File: config.mk
export PLATFORM = sky130hd
export DESIGN_NAME = csum_sched_flat
export DESIGN_NICKNAME = d
export VERILOG_FILES = /design/src/rtl/csum_sched_pkg.sv /design/src/rtl/csum_sched_if.sv /design/src/rtl/csum_sched.sv /design/src/flat_wrapper.sv
export SDC_FILE = /design/constraint.sdc
export NUM_CORES = 1
export LEC_CHECK = 0
export ABC_AREA = 1
export CORE_AREA = 2 2 207 209
export DETAILED_ROUTE_END_ITERATION = 16
export DIE_AREA = 0 0 209 211
export REMOVE_ABC_BUFFERS = 1
export SYNTH_ARGS = -nofsm -noshare
export SYNTH_HDL_FRONTEND = slang
export SYNTH_SLANG_ARGS = --single-unit
File: constraint.sdc
create_clock -name CLK_i -period 2.65 [get_ports CLK_i]
set_clock_uncertainty 0.1 [all_clocks]
set_input_delay 0.795 -clock CLK_i [delete_from_list [all_inputs] [get_ports CLK_i]]
set_output_delay 0.795 -clock CLK_i [all_outputs]
set_load 0.01 [all_outputs]
File: src/rtl/csum_sched_pkg.sv
// csum_pkg: shared types for the IPv4 header checksum scheduler.
//   CSUM_HDR_BYTES : bytes in an IPv4 header without options
//   state_t        : scheduler FSM states
//   hdr_t          : header as a byte array, index 0 = first byte on the wire
//   req_id_t       : requester id (0 = TX header builder, 1 = RX header checker)
package csum_pkg;

  localparam int CSUM_HDR_BYTES = 20;

  typedef enum logic [1:0] {
    IDLE = 2'd0,
    RUN  = 2'd1,
    RSP  = 2'd2
  } state_t;

  typedef logic [CSUM_HDR_BYTES-1:0][7:0] hdr_t;

  typedef logic req_id_t;

  // One-hot per-requester vector for a requester id.
  function automatic logic [1:0] req_onehot(input req_id_t id);
    return id ? 2'b10 : 2'b01;
  endfunction

endpackage

File: src/rtl/csum_sched_if.sv
// csum_sched_if: request/response bundle between the two header requesters
// and the checksum scheduler.
//   req_valid_i : per-requester request valid (requester -> scheduler)
//   req_ready_o : per-requester accept, at most one bit set
//   req0_hdr_i  : header from requester 0
//   req1_hdr_i  : header from requester 1
//   rsp_valid_o : per-requester response valid, at most one bit set
//   rsp_ready_i : per-requester response accept
//   rsp_csum_o  : checksum result shared by both requesters
//   rsp_ok_o    : result is 16'h0000 (header verified good)
// master = requester side, slave = scheduler side.
interface csum_sched_if;
  import csum_pkg::*;

  logic [1:0]  req_valid_i;
  logic [1:0]  req_ready_o;
  hdr_t        req0_hdr_i;
  hdr_t        req1_hdr_i;
  logic [1:0]  rsp_valid_o;
  logic [1:0]  rsp_ready_i;
  logic [15:0] rsp_csum_o;
  logic        rsp_ok_o;

  modport master (
    output req_valid_i, req0_hdr_i, req1_hdr_i, rsp_ready_i,
    input  req_ready_o, rsp_valid_o, rsp_csum_o, rsp_ok_o
  );

  modport slave (
    input  req_valid_i, req0_hdr_i, req1_hdr_i, rsp_ready_i,
    output req_ready_o, rsp_valid_o, rsp_csum_o, rsp_ok_o
  );

endinterface

File: src/rtl/csum_sched.sv
// csum_sched: shares one IPv4 header checksum engine between requester 0
// (TX header builder) and requester 1 (RX header checker). A granted header
// is latched and held on the engine inputs for the full engine latency,
// because the engine stages are not latency-aligned and cannot be streamed.
// The result is then captured and returned on a valid/ready response port.
//   CLK_i        : clock, rising edge
//   RSTn_i       : asynchronous active-low reset
//   bus          : request/response bundle (csum_sched_if.slave)
//   err_cnt_o    : saturating count of accepted responses with rsp_ok_o = 0
//   eng_data_o   : header presented to the engine (held between operations)
//   eng_dataen_o : engine enable, high only while the engine is running
//   eng_csum_i   : engine result, valid ENGINE_LAT cycles after stable inputs
module csum_sched
  import csum_pkg::*;
#(
  parameter int ENGINE_LAT = 4
) (
  input  logic          CLK_i,
  input  logic          RSTn_i,
  csum_sched_if.slave   bus,
  output logic [15:0]   err_cnt_o,
  output hdr_t          eng_data_o,
  output logic          eng_dataen_o,
  input  logic [15:0]   eng_csum_i
);

  localparam int                CNT_W    = $clog2(ENGINE_LAT + 1);
  localparam logic [CNT_W-1:0]  CNT_LAST = CNT_W'(ENGINE_LAT);

  state_t            state;
  req_id_t           pri;
  req_id_t           owner;
  logic [CNT_W-1:0]  cnt;
  hdr_t              hdr_q;
  logic [15:0]       csum_q;
  logic              ok_q;
  logic [15:0]       err_cnt;
  logic              dataen_q;
  logic [1:0]        rsp_vld_q;

  logic              grant_vld;
  req_id_t           grant_id;

  // Round-robin grant: on contention the requester at pri wins.
  always_comb begin
    grant_vld = 1'b0;
    grant_id  = 1'b0;
    if (&bus.req_valid_i) begin
      grant_vld = 1'b1;
      grant_id  = pri;
    end else if (bus.req_valid_i[0]) begin
      grant_vld = 1'b1;
      grant_id  = 1'b0;
    end else if (bus.req_valid_i[1]) begin
      grant_vld = 1'b1;
      grant_id  = 1'b1;
    end
  end

  // req_ready is combinational from req_valid; gating with RSTn_i keeps it
  // low while reset is held, even if a requester is already asserting valid.
  assign bus.req_ready_o = (state == IDLE && grant_vld && RSTn_i) ?
                           req_onehot(grant_id) : 2'b00;

  always_ff @(posedge CLK_i or negedge RSTn_i) begin
    if (!RSTn_i) begin
      state     <= IDLE;
      pri       <= 1'b0;
      owner     <= 1'b0;
      cnt       <= '0;
      hdr_q     <= '0;
      csum_q    <= '0;
      ok_q      <= 1'b0;
      err_cnt   <= '0;
      dataen_q  <= 1'b0;
      rsp_vld_q <= 2'b00;
    end else begin
      unique case (state)
        IDLE: begin
          if (grant_vld) begin
            hdr_q    <= grant_id ? bus.req1_hdr_i : bus.req0_hdr_i;
            owner    <= grant_id;
            cnt      <= '0;
            dataen_q <= 1'b1;
            state    <= RUN;
          end
        end
        RUN: begin
          // hdr_q has been stable on the engine for ENGINE_LAT cycles here.
          if (cnt == CNT_LAST) begin
            csum_q    <= eng_csum_i;
            ok_q      <= (eng_csum_i == 16'h0000);
            dataen_q  <= 1'b0;
            rsp_vld_q <= req_onehot(owner);
            state     <= RSP;
          end else begin
            cnt <= cnt + 1'b1;
          end
        end
        RSP: begin
          if (bus.rsp_ready_i[owner]) begin
            pri       <= ~owner;
            rsp_vld_q <= 2'b00;
            if (!ok_q && err_cnt != 16'hFFFF) begin
              err_cnt <= err_cnt + 16'd1;
            end
            state <= IDLE;
          end
        end
        default: begin
          state <= IDLE;
        end
      endcase
    end
  end

  assign bus.rsp_valid_o = rsp_vld_q;
  assign bus.rsp_csum_o  = (state == RSP) ? csum_q : 16'h0000;
  assign bus.rsp_ok_o    = (state == RSP) ? ok_q   : 1'b0;
  assign err_cnt_o       = err_cnt;
  assign eng_data_o      = hdr_q;
  assign eng_dataen_o    = dataen_q;

endmodule
File: src/flat_wrapper.sv
// flat-port wrapper written by rule: the top's interface ports become plain ports
module csum_sched_flat import csum_pkg::*;
#(
  parameter int ENGINE_LAT = 4
)
  (CLK_i, RSTn_i, err_cnt_o, eng_data_o, eng_dataen_o, eng_csum_i, bus_req_valid_i, bus_req0_hdr_i, bus_req1_hdr_i, bus_rsp_ready_i, bus_req_ready_o, bus_rsp_valid_o, bus_rsp_csum_o, bus_rsp_ok_o);
  csum_sched_if bus_i ();
  input  logic CLK_i;
  input  logic RSTn_i;
  output logic [15:0] err_cnt_o;
  output hdr_t eng_data_o;
  output logic eng_dataen_o;
  input  logic [15:0] eng_csum_i;
  input wire logic [$bits(bus_i.req_valid_i)-1:0] bus_req_valid_i;
  input wire logic [$bits(bus_i.req0_hdr_i)-1:0] bus_req0_hdr_i;
  input wire logic [$bits(bus_i.req1_hdr_i)-1:0] bus_req1_hdr_i;
  input wire logic [$bits(bus_i.rsp_ready_i)-1:0] bus_rsp_ready_i;
  output wire logic [$bits(bus_i.req_ready_o)-1:0] bus_req_ready_o;
  output wire logic [$bits(bus_i.rsp_valid_o)-1:0] bus_rsp_valid_o;
  output wire logic [$bits(bus_i.rsp_csum_o)-1:0] bus_rsp_csum_o;
  output wire logic [$bits(bus_i.rsp_ok_o)-1:0] bus_rsp_ok_o;
  assign bus_i.req_valid_i = bus_req_valid_i;
  assign bus_i.req0_hdr_i = bus_req0_hdr_i;
  assign bus_i.req1_hdr_i = bus_req1_hdr_i;
  assign bus_i.rsp_ready_i = bus_rsp_ready_i;
  assign bus_req_ready_o = bus_i.req_ready_o;
  assign bus_rsp_valid_o = bus_i.rsp_valid_o;
  assign bus_rsp_csum_o = bus_i.rsp_csum_o;
  assign bus_rsp_ok_o = bus_i.rsp_ok_o;
  csum_sched #(.ENGINE_LAT(ENGINE_LAT)) u_core (.CLK_i(CLK_i), .RSTn_i(RSTn_i), .bus(bus_i), .err_cnt_o(err_cnt_o), .eng_data_o(eng_data_o), .eng_dataen_o(eng_dataen_o), .eng_csum_i(eng_csum_i));
endmodule
=== Yosys cells after proc, flatten, opt, wreduce, memory -nomap -nowiden ===
Index checks and enable logic that the tools add are counted.
W data, S select, Z words.

* Bits in registers: 203
* Bits of input ports: 342
* Output and inout port bits: 198

* $lt $le $gt $ge: 1
* Equality and inequality tests: 8
* Reductions and logical operators: 17
* Mux-type cells: 25
* Add/sub/neg operators: 2
* Bitwise operators: 1

{| class="wikitable"
|+ Operator list
! kind !! count
|-
| $mux W160 || 1
|-
| $add A16 B1 Y16 const B || 1
|-
| $logic_not A16 Y1 || 1
|-
| $mux W16 || 1
|-
| $ne A16 B16 Y1 const B || 1
|-
| $reduce_and A3 Y1 || 5
|-
| $mux W2 || 7
|-
| $mux W1 || 10
|-
| $reduce_and A2 Y1 || 4
|-
| $mux W3 || 2
|-
| $ne A2 B1 Y1 const B || 3
|-
| $pmux W2 S3 || 1
|-
| $pmux W3 S2 || 1
|-
| $pmux W2 S2 || 1
|-
| $reduce_bool A2 Y1 || 2
|-
| $add A3 B1 Y3 const B || 1
|-
| $eq A3 B3 Y1 const B || 1
|-
| $logic_and A1 B1 Y1 || 3
|-
| $eq A2 B1 Y1 const B || 1
|-
| $eq A2 B2 Y1 const B || 1
|-
| $logic_not A2 Y1 || 1
|-
| $lt A1 B2 Y1 const B || 1
|-
| $ne A2 B2 Y1 const B || 1
|-
| $pmux W1 S2 || 1
|-
| 2 further kinds || 2
|}

=== Logic depth before layout (Yosys ltp) ===
Gate-level depths: netlist of the first run.

* Depth after elaboration: 6
* Depth in mapped cells: 10
* Mapped depth without buffers: 9

=== Worst setup path after synthesis of the first run ===
No wires, ideal clock.

* Path type: input -> output
* Start point: input bus_req_valid_i[1]
* End point: output bus_req_ready_o[0]
* Slack: 64 ps
* Buffers on the path: 1
* Stages on the path: 5
* Data required time: 1755 ps
* Data arrival time: 1691 ps
* Cells stage by stage: inv_1 a21oi_4 inv_2 clkbuf_1 nor3_1

* Word-level cells in the longest chain between the ends: 6
* Elaborated cells on any way between the ends: 10

{| class="wikitable"
|+ RTL lines
! what !! RTL line !! text
|-
| start: declaration || flat_wrapper.sv:14 || <nowiki>input wire logic [$bits(bus_i.req_valid_i)-1:0] bus_req_valid_i;</nowiki>
|-
| $mux W1 || csum_sched.sv:54 || <nowiki>end else if (bus.req_valid_i[1]) begin</nowiki>
|-
| $mux W1 || csum_sched.sv:51 || <nowiki>end else if (bus.req_valid_i[0]) begin</nowiki>
|-
| $mux W1 || csum_sched.sv:48 || <nowiki>if (&bus.req_valid_i) begin</nowiki>
|-
| $logic_and A1 B1 Y1 (2 in a row) || csum_sched.sv:62 || <nowiki>assign bus.req_ready_o = (state == IDLE && grant_vld && RSTn_i) ?</nowiki>
|-
| $mux W2 (*) || csum_sched.sv:62 ||
|-
| end: declaration || flat_wrapper.sv:18 || <nowiki>output wire logic [$bits(bus_i.req_ready_o)-1:0] bus_req_ready_o;</nowiki>
|}

Mark *: on every way between the ends. The rest lies on a longest branch, timed or not.

=== Worst setup path in the final report of the first run ===
* Start point: register u_core.state[1]
* End point: output bus_req_ready_o[0]

* Word-level cells in the longest chain between the ends: 4

{| class="wikitable"
|+ RTL lines
! what !! RTL line !! text
|-
| start: declaration || csum_sched.sv:30 || <nowiki>state_t state;</nowiki>
|-
| start signal: assignment || csum_sched.sv:67 || <nowiki>state <= IDLE;</nowiki>
|-
| start signal: assignment || csum_sched.sv:85 || <nowiki>state <= RUN;</nowiki>
|-
| start signal: assignment || csum_sched.sv:95 || <nowiki>state <= RSP;</nowiki>
|-
| $logic_not A2 Y1 || csum_sched.sv:62 ||
|-
| $logic_and A1 B1 Y1 (2 in a row) || csum_sched.sv:62 ||
|-
| $mux W2 || csum_sched.sv:62 ||
|}

Every way passes these cells.

==> results.py, run 1 <==
metrics = {
    "run_status": {
        "status": "finished, violations left",
        "violations": "negative setup slack",
    },
    "layout": {
        "drive_gt1_share_pct": 7.49,
        "num-nets-final": 2092,
        "syn_to_final_growth_pct": 73.2,
        "fillers": 4252,
        "multi_input_area_sq_um": 3910,
        "layout_common_cells": "clkdlybuf4s50_1 (517), o21ai_0 (317), nand2_1 (282)",
        "layout_commonest_cell": "clkdlybuf4s50_1",
        "register_area_sq_um": 5080,
    },
    "sta": {
        "worst_slew_pin_slew_ns": 0.952,
        "holdWs_ns": 0.0877,
        "finalCriticalPeriod_ns": 2.66,
        "fin_ws_ns": -0.0131,
        "final-hold-violation-count": 0,
        "final_max_slew_viol_count": 0,
        "fin_crit_sh_pct": 100,
        "rsz0062_at_grt": "true",
        "setup_viol": 1,
        "slew_headroom_pct": 36.5,
        "clock.fmax_mhz": 376,
    },
    "grt": {
        "grt_start_max_net_pins": 126,
        "antenna_found_initial": 3,
        "gr-total-overflow": 0,
        "grt_first_pass_wirelength_mm": 58.5,
        "globalRouteTotalUtil_pct": 16.8,
        "grt_pass1_vias": 10200,
    },
    "route": {
        "post_drt_wl_per_cell_microns": 16.8,
        "antenna_left": 0,
        "viasPerCell": 4.44,
        "totalWireLength_mm": 38.8,
        "num_vias": 10200,
        "drt_iter0_drc": 650,
        "drc": 0,
        "first_pass_iters": 7,
    },
    "worst_setup_path": {
        "crit_path_end_kind": "output pin",
        "path_cells": "inv_2 > ha_4 > inv_2 > a21oi_4 > inv_4 > nor3_2 > buf_2",
        "required_ns": 1.76,
        "crit_fanout": 3,
        "startpoint_type": "flop",
        "worstPathArrival_ns": 1.77,
        "max_stage_delay_ns": 0.43,
        "slowest_stage": "dfrtp_1",
        "crit_type": "reg -> out",
        "regToRegSetupSlack_ns": 0.11,
        "crit_top_cell": "inv_2",
    },
    "die": {
        "initial_core_util_pct": 22.8,
        "dieHeight_microns": 211,
        "ios": 540,
        "fp.dieArea_sq_um": 44100,
        "fp.coreArea_sq_um": 41800,
        "fp.dieW_microns": 209,
        "num_rows": 75,
    },
    "power_and_ir_drop": {
        "p_leak_uw": 0.00711,
        "power.density_nw_per_um2": 986,
        "internal_power_uw": 10200,
        "seqPwrFrac_pct": 32.4,
        "p_switching_uw": 6030,
        "netSwitchingFraction_pct": 37.0,
        "combPwrFrac_pct": 47.6,
        "vdd_drop_max_mv": 0.509,
        "p_clk_share_pct": 20.0,
    },
    "clocking": {
        "htreeDepth": 1,
        "root_buffer": "clkbuf_16",
        "cts_inserted_buffers": 25,
        "cts.path.max_buffers": 3,
        "clk_latency_ns": 0.54,
        "cts_hold_buffers": 0,
        "cts_tree": "done",
        "cts_num_sinks": 203,
        "clk_pin_slew_ns": 0.06,
    },
    "placement": {
        "io_buffers": 539,
        "dp_hpwl_mm": 28.2,
        "gp_congestion": 0.863,
        "place_ws_ns": -0.556,
    },
    "synth": {
        "syn-instance-count": 1199,
        "synth.distinct_cells": 25,
        "ys_seq_area_share_pct": 53.3,
        "syn_area_sq_um": 9530,
        "yosysWarningCount": 0,
        "ys_ff_latch": 203,
        "synth.avg_cell_area_sq_um": 7.95,
    },
    "job": {
        "cap_violations": 0,
    },
    "min_path": {
        "hold_path.class": "in -> async",
    },
}
==> path summary, 6_finish.rpt <==
| kind | cells past startpoint | start | to |
|---|---|---|---|
| min in group CLK_i | 2 | u_core.eng_data_o[110] | u_core.eng_data_o[110] |
| worst max-delay path | 7 | u_core.state[1] | bus_req_ready_o[0] |
| worst min register to register | 2 | u_core.eng_data_o[110] | u_core.eng_data_o[110] |
| worst min-delay path | 2 | RSTn_i | u_core.state[0] |
| max in group asynchronous | 3 | RSTn_i | u_core.eng_data_o[21] |
| worst max register to register | 17 | u_core.state[1] | u_core.owner |
==> layout make-up <==
type / instances / area share [%]
Antenna cell: 3 / 0.0455
Tap cell: 539 / 4.09
Inverter: 59 / 1.40
Sequential cell: 203 / 30.8
Clock inverter: 7 / 0.273
Multi-Input combinational cell: 861 / 23.7
Clock buffer: 38 / 4.39
Timing Repair Buffer: 594 / 35.3
==> power groups by stage <==
stage	sequential, uW	combinational [uW]	clock [uW]
6_report	5270	7750	3250
5_1_grt	5430	8480	3470
4_1_cts	5270	7860	3350
3_5_place_dp	5290	7750	0
3_3_place_gp	5240	7670	0
2_1_floorplan	5800	2460	0
==> stage by stage <==
stage | cells | util [%] | TNS [ns] | cell area (sq um) | total power (uW)
after floorplan | 1123 | - | -266.25 | 9180 | 8260
after global placement | 2240 | 37.4 | -56.16 | 15600 | 12900
after detailed placement | 2240 | 37.4 | -62.26 | 15600 | 13000
after CTS | 2300 | 39.5 | -0.0402 | 16500 | 16500
after global routing | 2304 | 39.5 | -0.0947 | 16500 | 17400
final | 2304 | 39.5 | -0.0131 | 16500 | 16300
==> layer usage <==
metal | up-vias | GRT usage (%) | routed length, microns
met5 | - | 0 | 0
met4 | 0 | 6.75 | 1470
met3 | 74 | 4.94 | 3170
met2 | 423 | 28.2 | 18400
met1 | 4738 | 20.2 | 15800
li1 | 5000 | - | -
==> synthesized netlist by cell type <==
cell type  instances  area (sq um)
a21oi_1            2          10.0
a21oi_4            2          32.5
buf_1              1          3.75
buf_2             38           190
buf_4              1          7.51
buf_6              2          22.5
clkbuf_1          34           128
dfrtp_1          203          5080
ha_1               6          75.1
inv_1             56           210
inv_2              2          7.51
inv_4              1          6.26
nand2_1          283          1060
nand2_2            2          12.5
nand2_4            1          11.3
nand3_1           13          65.1
nand4_1            8          50.1
nor2_1           180           676
nor2_4             2          22.5
nor3_1             1          5.00
o21ai_0          317          1590
o21ai_1           34           170
o21ai_4            1          16.3
xnor2_1            6          52.6
xor2_1             3          26.3
==> kinds of logic after synthesis <==
family | Yosys count | synth area share [%]
adder cells (fa/ha/maj) | 6 | 0.788
AO/OA/AOI/OAI | 356 | 19.1
flip-flops | 203 | 53.3
XOR/XNOR | 9 | 0.827
AND/OR/NAND/NOR | 490 | 20.0
buffers and inverters | 135 | 6.04
==> repair_timing <==
action	in CTS	in global routing
setup buffers	14	1
cloned	1	0
pin swaps	3	0
resized for setup	51	29
setup endpoints to repair	20	40
==> sequential cells by signal (all words and copies together), names as in the netlist <==
signal,cells
u_core.bus.rsp_valid_o,2
u_core.eng_dataen_o,1
u_core.err_cnt_o,16
u_core.eng_data_o,160
u_core.ok_q,1
u_core.pri,1
u_core.owner,1
u_core.cnt,3
u_core.csum_q,16
u_core.state,2
==> worst max-delay path: cells and delay by family, from the launching register on <==
kind / cells / cell delay, ns
AO/OA/AOI/OAI: 1 / 0.15
adder cells (fa/ha/maj): 1 / 0.14
buffers and inverters: 4 / 0.38
flip-flops: 1 / 0.43
AND/OR/NAND/NOR: 1 / 0.15
Power figures use the tool's default switching activity.
==> run 2: changes to the inputs <==
CTS_CLUSTER_DIAMETER = 200   (was not set)
==> results of run 2 <==
Same layout as run 1: the final DEF is identical, and so are final timing and power.
==> run 3: changes to the inputs <==
MAX_ROUTING_LAYER = met4   (was not set)
SKIP_LAST_GASP = 1   (was not set)
==> run 3 against run 2 <==
The run now ends clean. Clock power about the same. Critical path depth unchanged. First-iteration DRC count increased by 3.2%. Largest power group unchanged. Setup slack improved by 0.046 ns. Combinational power about the same.
==> results.py, run 3 (synthesis gave the netlist of run 1 again) <==
metrics = {
    "grt": {
        "met2_usage_pct": 28.2,
        "use_met1_pct": 20.8,
        "grt_pass1_vias": 10200,
        "antenna_found_initial": 3,
        "grt_util_met3_pct": 4.13,
        "top_usage_layer": "met2",
        "globalRouteTotalUtil_pct": 17.3,
        "grt_start_max_net_pins": 126,
        "gr-total-overflow": 0,
        "grt_first_pass_wirelength_mm": 58.4,
    },
    "layout": {
        "final_cells": 2304,
        "stdcell_area_sq_um": 16500,
        "layout_commonest_cell": "clkdlybuf4s50_1",
        "layout_common_cells": "clkdlybuf4s50_1 (517), o21ai_0 (317), nand2_1 (282)",
        "drive_gt1_share_pct": 7.38,
        "largest_register_ffs": 160,
        "syn_to_final_growth_pct": 73.2,
        "num-nets-final": 2092,
    },
    "sta": {
        "finalCriticalPeriod_ns": 2.62,
        "setup_viol": 0,
        "rsz0062_at_grt": "true",
        "final.setup.tns_ns": 0,
        "clock.fmax_mhz": 382,
        "final-hold-violation-count": 0,
        "final_max_slew_viol_count": 0,
        "fin_crit_sh_pct": 98.8,
        "slew_headroom_pct": 37.0,
        "worst_slew_pin_slew_ns": 0.945,
    },
    "clocking": {
        "cts_num_sinks": 203,
        "cts_inserted_buffers": 25,
        "cts.path.max_buffers": 3,
        "htreeDepth": 1,
        "clk_pin_slew_ns": 0.06,
        "root_buffer": "clkbuf_16",
        "cts_tree": "done",
        "clk_latency_ns": 0.54,
        "cts_hold_buffers": 0,
    },
    "die": {
        "fp.dieW_microns": 209,
        "fp.dieArea_sq_um": 44100,
        "ios": 540,
        "initial_core_util_pct": 22.8,
        "dieHeight_microns": 211,
        "fp.coreArea_sq_um": 41800,
        "num_rows": 75,
    },
    "worst_setup_path": {
        "cp-startpoint": "u_core.state[1]",
        "regToRegSetupSlack_ns": 0.07,
        "startpoint_type": "flop",
        "r2r-end": "u_core.owner",
        "worst-path-stages": 7,
        "crit_fanout": 3,
        "critPathCapture": "bus_req_ready_o[0]",
        "r2r_cells": 17,
        "slowest_stage": "dfrtp_1",
        "required_ns": 1.76,
        "max_stage_delay_ns": 0.40,
        "worstPathArrival_ns": 1.72,
        "crit_family": "flip-flops",
        "crit_type": "reg -> out",
        "r2r_start": "u_core.state[1]",
        "path_cells": "inv_1 > ha_4 > inv_2 > a21oi_4 > inv_4 > nor3_1 > buf_2",
        "crit_path_end_kind": "output pin",
        "path_buf_inv": 4,
    },
    "route": {
        "num_vias": 10200,
        "post_drt_wl_per_cell_microns": 16.9,
        "drc": 0,
        "drt_iter0_drc": 671,
        "viasPerCell": 4.43,
        "antenna_left": 0,
        "totalWireLength_mm": 38.9,
        "first_pass_iters": 4,
    },
    "power_and_ir_drop": {
        "power.density_nw_per_um2": 987,
        "p_clk_share_pct": 20.0,
        "combPwrFrac_pct": 47.7,
        "internal_power_uw": 10200,
        "p_switching_uw": 6040,
        "netSwitchingFraction_pct": 37.1,
        "vdd_drop_max_mv": 0.510,
        "seqPwrFrac_pct": 32.3,
        "p_leak_uw": 0.00711,
        "power_uw": 16300,
    },
    "placement": {
        "io_buffers": 539,
        "dp.cells": 2240,
        "placed_area_sq_um": 15600,
        "dp_hpwl_mm": 28.2,
        "gp_congestion": 0.877,
    },
    "job": {
        "cap_violations": 0,
    },
    "run_status": {
        "status": "finished, final reports clean",
    },
    "min_path": {
        "hold_path.class": "in -> async",
    },
}
-- run 3: changes by cell type in the layout (fill, tap and decap cells not counted), sizes merged --
| cell | delta |
|---|---|
| buf | -1 |
| clkdlybuf4s15 | +1 |
-- run 3: per-layer routing --
layer	wire, microns	share of wire (%)
met5	0	0
met2	18300	47
met1	16500	42
met3	2670	6.9
met4	1470	3.8
-- run 3: power by group through the flow --
stage / logic [uW] / registers (uW) / clock network, uW
final: 7770 / 5270 / 3250
after global routing: 8480 / 5430 / 3470
after CTS: 7850 / 5270 / 3350
after detailed placement: 7750 / 5290 / 0
after global placement: 7670 / 5240 / 0
after floorplan: 2460 / 5800 / 0
-- run 3: worst min-delay path by stage --
stage	from	endpoint	slack (ns)
after global routing	RSTn_i	u_core.cnt[0]	0.07
after detailed placement	u_core.eng_data_o[110]	u_core.eng_data_o[110]	0.37
after floorplan	u_core.csum_q[0]	u_core.csum_q[0]	0.35
after global placement	u_core.eng_data_o[0]	u_core.eng_data_o[0]	0.37
final	RSTn_i	u_core.state[0]	0.09
after CTS	RSTn_i	u_core.cnt[2]	0.07
-- run 3: final cells by class --
type                    count  area [sq um]
fillers                  4254         25300
multi-input cells         861          3910
inverters                  59           231
repair buffers            594          5830
well taps                 539           674
clock inverters             7          45.0
flip-flops and latches    203          5080
clock buffers              38           724
diodes                      3          7.51
-- run 3: timing repair --
| action | in CTS | in global routing |
|---|---|---|
| setup endpoints to repair | 20 | 61 |
| gates resized for setup | 44 | 33 |
| gates cloned | 1 | 0 |
| buffers inserted | 14 | 1 |
| pin swaps | 3 | 0 |
-- run 3: metrics by stage --
stage	hold WS, ns	setup slack, ns	utilization [%]
floorplan	0.353	-2.44	-
global placement	0.366	-0.543	37.4
detailed placement	0.372	-0.556	37.4
CTS	0.0695	-0.233	39.5
global route	0.0734	-0.0535	39.5
finish	0.0881	0.0329	39.5
